===== src/rtl/auth_pkg.sv =====
// Shared types and constants for the auth lock datapath: FSM state encoding,
// default code width and the comparator verdict decode.
package auth_pkg;

  typedef enum logic [2:0] {
    ST_ENROLL,
    ST_ENTRY,
    ST_CHECK,
    ST_OPEN,
    ST_LOCK
  } auth_state_t;

  localparam int AUTH_CODE_W = 4;

  // Verdict bus is {matched, unmatched}; only a clean match counts as a pass.
  localparam logic [1:0] VERDICT_MATCH = 2'b10;

  function automatic logic verdict_pass(input logic matched, input logic unmatched);
    return {matched, unmatched} == VERDICT_MATCH;
  endfunction

endpackage


===== src/rtl/auth_bit_collector.sv =====
// MSB-first serial-to-parallel shift register with a saturating bit count.
// Once W bits are held, further enabled bits are dropped and the code is frozen.
module auth_bit_collector #(
  parameter  int W  = 4,
  localparam int CW = $clog2(W + 1)
) (
  input  logic          clk,
  input  logic          rst,
  input  logic          clr,
  input  logic          en,
  input  logic          bit_in,
  output logic [W-1:0]  code,
  output logic [CW-1:0] cnt
);

  logic full;
  assign full = (cnt == CW'(W));

  always_ff @(posedge clk) begin
    if (rst || clr) begin
      code <= '0;
      cnt  <= '0;
    end else if (en && !full) begin
      code <= {code[W-2:0], bit_in};
      cnt  <= cnt + 1'b1;
    end
  end

endmodule


===== src/rtl/auth_entry.sv =====
// Code-entry controller: enrolls a setter code, collects guesses, strobes the
// comparator and acts on its verdict (unlock, count failures, timed lockout).
module auth_entry
  import auth_pkg::*;
#(
  parameter  int CODE_W         = AUTH_CODE_W,
  parameter  int MAX_TRIES      = 3,
  parameter  int LOCKOUT_CYCLES = 16,
  localparam int TW             = $clog2(MAX_TRIES + 1)
) (
  input  logic              clk,
  input  logic              rst,
  input  logic              bit_valid,
  input  logic              bit_in,
  input  logic              submit,
  input  logic              mode_set,
  input  logic              matched,
  input  logic              unmatched,
  output logic [CODE_W-1:0] s_code,
  output logic [CODE_W-1:0] g_code,
  output logic              check,
  output logic              enrolling,
  output logic              unlocked,
  output logic              locked_out,
  output logic [TW-1:0]     tries_left
);

  localparam int CW = $clog2(CODE_W + 1);
  localparam int LW = $clog2(LOCKOUT_CYCLES);

  auth_state_t state, state_nx;
  logic [TW-1:0] tries_nx;
  logic [LW-1:0] lock_cnt, lock_nx;
  logic [CW-1:0] s_cnt, g_cnt;
  logic          s_en, s_clr, g_en, g_clr;

  auth_bit_collector #(.W(CODE_W)) u_setter (
    .clk(clk), .rst(rst), .clr(s_clr), .en(s_en), .bit_in(bit_in),
    .code(s_code), .cnt(s_cnt)
  );

  auth_bit_collector #(.W(CODE_W)) u_guess (
    .clk(clk), .rst(rst), .clr(g_clr), .en(g_en), .bit_in(bit_in),
    .code(g_code), .cnt(g_cnt)
  );

  always_ff @(posedge clk) begin
    if (rst) begin
      state      <= ST_ENROLL;
      tries_left <= TW'(MAX_TRIES);
      lock_cnt   <= '0;
    end else begin
      state      <= state_nx;
      tries_left <= tries_nx;
      lock_cnt   <= lock_nx;
    end
  end

  // bit_valid qualifies bit_in for one cycle; submit is a one-cycle press that
  // only takes effect when no bit is offered in the same cycle.
  always_comb begin
    state_nx = state;
    tries_nx = tries_left;
    lock_nx  = lock_cnt;
    s_en     = 1'b0;
    s_clr    = 1'b0;
    g_en     = 1'b0;
    g_clr    = 1'b0;
    case (state)
      ST_ENROLL: begin
        s_en = bit_valid;
        if (bit_valid && s_cnt == CW'(CODE_W - 1)) begin
          state_nx = ST_ENTRY;
          g_clr    = 1'b1;
        end
      end
      ST_ENTRY: begin
        g_en = bit_valid;
        if (submit && !bit_valid && g_cnt == CW'(CODE_W)) state_nx = ST_CHECK;
      end
      ST_CHECK: begin
        g_clr = 1'b1;
        if (verdict_pass(matched, unmatched)) begin
          state_nx = ST_OPEN;
          tries_nx = TW'(MAX_TRIES);
        end else begin
          tries_nx = tries_left - 1'b1;
          lock_nx  = '0;
          state_nx = (tries_left == TW'(1)) ? ST_LOCK : ST_ENTRY;
        end
      end
      ST_OPEN: begin
        if (submit) begin
          if (mode_set) begin
            state_nx = ST_ENROLL;
            s_clr    = 1'b1;
          end else begin
            state_nx = ST_ENTRY;
          end
        end
      end
      ST_LOCK: begin
        if (lock_cnt == LW'(LOCKOUT_CYCLES - 1)) begin
          state_nx = ST_ENTRY;
          tries_nx = TW'(MAX_TRIES);
          lock_nx  = '0;
        end else begin
          lock_nx = lock_cnt + 1'b1;
        end
      end
      default: state_nx = ST_ENROLL;
    endcase
  end

  assign check      = (state == ST_CHECK);
  assign enrolling  = (state == ST_ENROLL);
  assign unlocked   = (state == ST_OPEN);
  assign locked_out = (state == ST_LOCK);

endmodule


===== config.mk =====
export PLATFORM = sky130hd
export DESIGN_NAME = auth_entry
export DESIGN_NICKNAME = d
export VERILOG_FILES = /design/src/rtl/auth_pkg.sv /design/src/rtl/auth_bit_collector.sv /design/src/rtl/auth_entry.sv
export SDC_FILE = /design/constraint.sdc
export NUM_CORES = 1
export LEC_CHECK = 0
export ABC_AREA = 1
export BUFFER_PORTS_ARGS = -buffer_cell sky130_fd_sc_hd__buf_4
export CAP_MARGIN = 0
export CORE_MARGIN = 1.5
export CORE_UTILIZATION = 45
export DETAILED_ROUTE_END_ITERATION = 16
export PLACE_DENSITY = 0.7
export SKIP_CTS_REPAIR_TIMING = 1
export SLEW_MARGIN = 40
export SYNTH_ARGS = -nofsm -noshare
export SYNTH_HDL_FRONTEND = slang
export SYNTH_SLANG_ARGS = --single-unit

===== constraint.sdc =====
create_clock -name clk -period 3.7 [get_ports clk]
set_clock_uncertainty 0.15 [all_clocks]
set_input_delay 0.37 -clock clk [delete_from_list [all_inputs] [get_ports clk]]
set_output_delay 0.37 -clock clk [all_outputs]
set_load 0.03 [all_outputs]

Word-level counts from Yosys, hierarchy flattened
Cells that the tools add are included.
W data, S select, Z words.
{ "totals": {"elab_cells": 62, "ff_bits": 23, "out_inout_bits": 14, "in_bits": 8} }
{ "op_classes": {"eq_ne": 15, "n_reduce_logical": 15, "addsub": 4, "muxes": 21} }
{ "op_table": {"columns": ["operator", "n"], "rows": [
  ["$mux W3", 6],
  ["$pmux W3 S5", 1],
  ["$eq A3 B2 Y1 const B", 3],
  ["$eq A3 B3 Y1 const B", 3],
  ["$mux W4", 2],
  ["$pmux W4 S2", 1],
  ["$mux W1", 7],
  ["$add A3 B1 Y3 const B", 2],
  ["$ne A2 B2 Y1 const B", 3],
  ["$logic_and A1 B1 Y1", 5],
  ["$add A4 B1 Y4 const B", 1],
  ["$eq A4 B4 Y1 const B", 1],
  ["$mux W2", 2],
  ["$ne A2 B1 Y1 const B", 2],
  ["$pmux W2 S2", 1],
  ["$reduce_and A2 Y1", 2],
  ["$reduce_and A4 Y1", 1],
  ["$eq A3 B1 Y1 const B", 1],
  ["$logic_not A1 Y1", 3],
  ["$logic_not A3 Y1", 1],
  ["$eq A2 B1 Y1 const B", 1],
  ["$eq A2 B2 Y1 const B", 1],
  ["$logic_or A1 B1 Y1", 2],
  ["$pmux W1 S2", 1],
  ["other kinds (2)", 2]
]} }

Longest topological paths before layout
Gate-level depths: netlist of the first run.
{ "depth": {"depth_word": 5, "ltp_mapped": 9} }

Cells and area by module
Synthesis of the first run repeated with hierarchy kept, for this count alone.
{ "hier_totals": {"cells_unflattened": 200, "hier_area_um2": 1400.1} }
{ "by_module_without_submodules": {"columns": ["mod", "area_each_um2", "seq_area_each_um2", "cells_per_inst", "instances"], "rows": [
  ["auth_bit_collector", 397.9, 140.1, 52, 2],
  ["auth_entry", 604.3, 180.2, 96, 1]
]} }

Worst setup path after synthesis of the first run
Ideal clock, no wire load.
{ "synth_timing": {"kind": "register to register", "from": "reg state[0]", "to": "reg u_setter.cnt[2]", "required_ns": 3.430, "period_less_slack_ns": 1.541, "slack_ns": 2.159, "n_path_buf": 1, "setup_ns": 0.120, "arrival_ns": 1.271, "stages_incl_launch_ff": 8, "path_cell_list": "dfxtp_1 inv_1 nand2_2 nor2_2 nand3_2 buf_6 a21oi_1 nor2_1"} }
{ "synth_between": {"elab_chain_len": 3} }
{ "synth_lines": {"columns": ["element", "line", "source"], "rows": [
  ["from (decl)", "auth_entry.sv:31", "auth_state_t state, state_nx;"],
  ["from (signal assigned)", "auth_entry.sv:53", "state <= state_nx;"],
  ["$logic_not A3 Y1", null, null],
  ["named net enrolling", "auth_entry.sv:22", "output logic enrolling,"],
  ["$mux W1", "auth_entry.sv:69", "case (state)"],
  ["$logic_and A1 B1 Y1", "auth_bit_collector.sv:23", "end else if (en && !full) begin"],
  ["to (signal assigned)", "auth_bit_collector.sv:25", "cnt <= cnt + 1'b1;"],
  ["to (decl)", "auth_bit_collector.sv:13", "output logic [CW-1:0] cnt"]
]} }
The timed path passes the listed nets, and every way through them passes these cells.
A chain may end at the register's enable or synchronous reset.

Worst setup path in the final report of the first run
{ "layout_timing": {"from": "reg state[0]", "to": "out locked_out"} }
{ "layout_between": {"elab_chain_len": 1} }
{ "layout_lines": {"columns": ["element", "line", "source"], "rows": [
  ["$eq A3 B3 Y1", "auth_entry.sv:118", "assign locked_out = (state == ST_LOCK);"],
  ["to (decl)", "auth_entry.sv:24", "output logic locked_out,"]
]} }
Every way passes these cells.

==> results.yml, run 1 <==
clock_network:
  htreeDepth: 1
  cts_sinks: 23
  cts_tree: "yes"
  worstSkewPairLatency_ns: 0.31
  cts-buffers-inserted: 3
  clockBufferDepth: 2
  cts-root-buf: "clkbuf_4"
  clkSlewWorstSetupHoldPaths_ns: 0.13
routing:
  ant_nets: 0
  via_per_inst: 4.94
  wl_per_cell_um: 10.6
  drc: 0
  first_pass_iters: 4
  drt_iter0_drc: 15
  postRouteWirelength_mm: 2.32
  routed-via-count: 1076
yosys:
  ys_types: 19
  yosysWarningCount: 0
  synth_seq_cells: 23
  avgSynthCellArea_um2: 7.10
  syn-instance-count: 164
  netlist_area_um2: 1160
  ys_seq_area_share_pct: 39.6
  synth_fp_nets: 179
sta:
  timing.final.crit_share_pct: 50.5
  fin_tns_setup_ns: 0
  grt_setup_unrepaired: "no"
  worst_slew_pin_slew_ns: 0.314
  slew_headroom_pct: 78.9
  fmax_mhz: 536
  hold_viol: 0
  period_needed_ns: 1.87
  maxSlewViolCount: 0
  setup_viol: 0
power:
  p_per_area_nw_per_um2: 443
  power_frac_seq_pct: 47.9
  swShare_pct: 36.9
  p_sw_uw: 225
  p_leak_nw: 0.632
  max-vdd-ir-drop_uv: 338
  combPwrFrac_pct: 32.6
  p_int_uw: 384
  pwr-share-clk_pct: 19.5
setup_path:
  crit_start: "state[0]"
  endpoint_kind: "primary output"
  crit_end: "locked_out"
  worst_setup_path_start_kind: "register"
  timing.rr.start: "u_guess.cnt[0]"
  r2r_cells: 8
  worstSetupPathType: "reg2out"
  crit_fanout: 7
  critPathArrivalTime_ns: 1.35
  rr_endpoint: "u_guess.cnt[1]"
  worst-r2r-setup-slack_ns: 2.09
  cp.required_ns: 3.18
final_layout:
  multi_input_area_um2: 591
  fin_util_pct: 56.0
  diodes: 0
  finalNetCount: 204
  final_cells: 218
  ff_latch_area_um2: 460
  synthToLayoutAreaGrowth_pct: 18.1
  layout-drive-gt1-share_pct: 18.1
  fillers: 241
placement:
  dpl.cell_count: 214
  port_buffers: 21
  hpwl_mm: 1.74
  gp_congestion: 0.755
grt:
  gr-usage-all-layers_pct: 17.8
  grt_overflow_total: 0
  antenna_found_initial: 0
  grt_start_max_net_pins: 14
  grt_pass1_vias: 920
  grt_pass1_wl_mm: 3.78
floorplanning:
  fp-row-count: 18
  initial_core_util_pct: 47.4
  core_um2: 2450
  die_w_um: 53.9
  ioPinCount: 22
  die_y_um: 53.9
  dieArea_um2: 2900
outcome:
  status: "complete, no violations"
flow_run:
  drv_cap: 0
worst_hold_path:
  min_path_type: "in2reg"
per-stage QoR:
step           area (um^2)  power, mW  hold WS, ns  worst slack (ns)
6_report              1370      0.609        0.131              1.83
3_5_place_dp          1350      0.495        0.306              2.12
4_1_cts               1370      0.613        0.130              1.84
5_1_grt               1370      0.648        0.121              1.73
2_1_floorplan         1160      0.445        0.288              2.16
3_3_place_gp          1350      0.486        0.304              2.21
worst min-delay path by stage:
stage	from	endpoint	slack, ns	cells past startpoint
floorplan	lock_cnt[3]	lock_cnt[3]	0.29	2
detailed placement	u_guess.cnt[2]	u_guess.cnt[2]	0.31	2
global placement	u_guess.cnt[2]	u_guess.cnt[2]	0.30	2
finish	rst	state[0]	0.13	2
global route	rst	state[0]	0.12	2
CTS	rst	state[0]	0.13	2
layout by cell type (no fill, tap or decap), drive strengths merged, types with 2 or more instances in the layout:
cell / count
a211oi: 3
a21oi: 18
buf: 21
clkbuf: 4
dfxtp: 23
ha: 7
inv: 27
nand2: 41
nand3: 12
nor2: 21
nor3: 2
o21ai: 7
logic make-up (layout without fill, tap and decap cells):
kind of cell	Yosys count	after routing	share of synthesized area, %
simple gates	77	77	29.9
compound gates	29	29	13.3
buf+inv	28	52	9.68
flops	23	23	39.6
fa+ha+maj	7	7	7.53
area by class of cell:
type / instances / area share, %
multi-input cells: 113 / 43.0
flip-flops and latches: 23 / 33.5
repair buffers: 21 / 11.5
inverters: 27 / 7.38
well taps: 30 / 2.73
clock buffers: 4 / 1.91
synthesized netlist by cell type:
library cell / number / area share [%]
nand2_1: 39 / 13
inv_1: 26 / 8.4
dfxtp_1: 23 / 40
a21oi_1: 18 / 7.7
nor2_1: 16 / 5.2
nand3_1: 11 / 4.7
ha_1: 7 / 7.5
o21ai_0: 7 / 3.0
nor2_2: 4 / 2.2
a211oi_1: 3 / 1.9
nand2_2: 2 / 1.1
buf_6: 1 / 0.97
inv_2: 1 / 0.32
nand3_2: 1 / 0.86
nand4_1: 1 / 0.54
nor2_4: 1 / 0.97
nor3_1: 1 / 0.43
nor3_4: 1 / 1.4
o31ai_1: 1 / 0.65
per-layer routing:
layer | GRT usage [%] | wire [um]
met5 | 0 | 0
met4 | 5.98 | 26
met2 | 30.1 | 1090
met3 | 3.33 | 96
met1 | 22.6 | 1100
power by group through the flow:
stage / combinational [mW] / sequential (mW) / clock [mW]
floorplan: 0.135 / 0.310 / 0
global placement: 0.191 / 0.295 / 0
detailed placement: 0.198 / 0.297 / 0
CTS: 0.200 / 0.291 / 0.121
global route: 0.222 / 0.295 / 0.131
finish: 0.199 / 0.292 / 0.119
state kept, by name (all words and copies together) (netlist names):
name / count
lock_cnt: 4
u_guess.code: 4
state: 3
u_setter.code: 4
tries_left: 2
u_guess.cnt: 3
u_setter.cnt: 3
critical path, cell delays in order (launching register included):
cell and delay, ns:
dfxtp_1 0.40, nor2_1 0.16, nand2_1 0.13, inv_1 0.16
buf_4 0.18
Note: power is estimated with default switching activity, not from simulation.
==> run 2: changes to the inputs <==
Settings changed: ABC_AREA 1 to 0.
Clock period 3.7 ns to 1.95 ns, I/O delays scaled along.
==> run 2 against run 1 <==
  * Final cell count decreased by 14%
  * Synthesized cell count decreased by 19%
  * Sequential power increased by 100%
  * Critical path type unchanged
  * Critical endpoint unchanged
  * Largest cell class unchanged
  * Largest power group unchanged
==> results.yml, run 2 <==
outcome:
  status: "complete, no violations"
floorplanning:
  die_w_um: 54.9
  fp-row-count: 18
  dieArea_um2: 3010
  core_um2: 2520
  ioPinCount: 22
  die_y_um: 54.9
  initial_core_util_pct: 48.1
sta:
  grt_setup_unrepaired: "no"
  maxSlewViolCount: 0
  fmax_mhz: 540
  setup_viol: 0
  timing.final.crit_share_pct: 94.9
  hold_viol: 0
  slew_headroom_pct: 70.6
  period_needed_ns: 1.85
  fin_tns_setup_ns: 0
  worst_slew_pin_slew_ns: 0.435
setup_path:
  path_cells: "buf_4, nor3b_4, buf_4"
  worstSetupPathType: "reg2out"
  crit_fanout: 9
  slowest_delay_ns: 0.39
  timing.rr.start: "state[1]"
  worst_setup_path_start_kind: "register"
  critPathArrivalTime_ns: 1.51
  endpoint_kind: "primary output"
  cp_slowest_cell: "dfxtp_1"
  crit_path_frequent_cell: "buf_4"
  cp.required_ns: 1.60
  crit_start: "state[1]"
final_layout:
  synthToLayoutAreaGrowth_pct: 19.1
  final_common_cell: "buf_4"
  reg.largest.list: "lock_cnt x4, u_guess.code x4, u_setter.code x4"
  mostFrequentLayoutCells: "buf_4 (23), dfxtp_1 (21), nor2_1 (19)"
  design_area_um2: 1440
  finalNetCount: 174
  layout-drive-gt1-share_pct: 25.3
  fillers: 237
  diodes: 0
grt:
  gr-usage-all-layers_pct: 17.4
  grt_pass1_vias: 848
  grt_overflow_total: 0
  grt_pass1_wl_mm: 3.72
  antenna_found_initial: 0
  grt_start_max_net_pins: 14
yosys:
  synth_common_cells: "dfxtp_1 (23), nor2_1 (19), mux2i_1 (11)"
  yosysWarningCount: 0
  synth_top_area_cell: "dfxtp_1"
  synth_top_area_share_pct: 38.0
  synth_seq_cells: 23
  synth_fp_nets: 148
  ys.flop_type: "dfxtp_1"
  ys_types: 37
  avgSynthCellArea_um2: 9.12
  synth-edff-count: 0
  syn-instance-count: 133
  netlist_area_um2: 1210
  ys_seq_area_share_pct: 38.0
  synth_most_common_cell: "dfxtp_1"
  synthTopCellsByArea: "dfxtp_1 (38%), mux2i_1 (9.1%), ha_1 (7.2%)"
  async_flop_share_pct: 0
routing:
  drc: 0
  routed-via-count: 975
  postRouteWirelength_mm: 2.34
  drt_iter0_drc: 10
  ant_nets: 0
  via_per_inst: 5.19
  wl_per_cell_um: 12.4
  first_pass_iters: 4
clock_network:
  clockBufferDepth: 2
  cts_sinks: 23
  htreeDepth: 1
  cts-root-buf: "clkbuf_4"
  cts_tree: "yes"
  worstSkewPairLatency_ns: 0.31
  clkSlewWorstSetupHoldPaths_ns: 0.13
  cts-buffers-inserted: 3
flow_run:
  drv_cap: 0
power:
  p_total_mw: 1.38
  p_per_area_nw_per_um2: 953
  max-vdd-ir-drop_uv: 674
  p_leak_nw: 0.662
placement:
  hpwl_mm: 1.73
  port_buffers: 21
  gp_congestion: 0.816
  place_area_um2: 1390
worst_hold_path:
  hold_start: "submit"
  min_path_type: "in2reg"
-- run 2: stage by stage --
step | hold slack [ns] | setup WS, ns | utilization, % | instances
3_3_place_gp | 0.290 | 0.296 | 55.2 | 182
2_1_floorplan | 0.189 | 0.254 | - | 133
5_1_grt | 0.0783 | 0.0136 | 57.2 | 188
4_1_cts | -0.0361 | -0.0352 | 56.3 | 186
6_report | 0.0661 | 0.0986 | 57.2 | 188
3_5_place_dp | 0.294 | 0.270 | 55.2 | 182
-- run 2: cell families (layout without fill, tap and decap cells) --
kind of cell | after synthesis | after routing | share of synthesized area (%)
and+or+nand+nor | 47 | 47 | 21.6
AOI/OAI and AO/OA | 27 | 27 | 15.4
DFF | 23 | 23 | 38.0
buffers and inverters | 14 | 39 | 5.68
muxes | 12 | 12 | 10.0
adders and majority gates | 7 | 7 | 7.22
xor gates and xnor gates | 3 | 3 | 2.17
-- run 2: where the power goes --
part	internal [mW]	total (mW)	switching [mW]
clock	0.0766	0.221	0.145
combinational	0.240	0.562	0.322
sequential	0.529	0.593	0.0637
-- run 2: critical path: cells and delay by family, from the launching register on --
| kind | cells | cell delay, ns |
|---|---|---|
| buffers and inverters | 2 | 0.43 |
| DFF | 1 | 0.39 |
| and+or+nand+nor | 1 | 0.37 |
-- run 2: routing by layer --
metal | vias to the layer above | global-route usage [%] | wire (um)
met4 | 0 | 7.32 | 15
met5 | - | 0 | 0
li1 | 513 | - | -
met1 | 449 | 23.0 | 1170
met3 | 2 | 2.42 | 58
met2 | 11 | 28.2 | 1100
-- run 2: path summary, 6_finish.rpt --
check	depth (start not counted)	slack (ns)	end
hold / removal	4	0.07	state[1]
setup reg to reg	4	0.33	lock_cnt[2]
hold reg to reg	2	0.35	lock_cnt[3]
setup / recovery	3	0.1	locked_out
-- run 2: layout make-up --
cell class	instances	area [um^2]	share of cell area, %
inverters	10	37.5	2.60
repair buffers	25	193	13.3
well taps	30	37.5	2.60
flip-flops and latches	23	463	32.1
clock inverters	1	5.00	0.347
multi-input cells	96	686	47.5
clock buffers	3	22.5	1.56
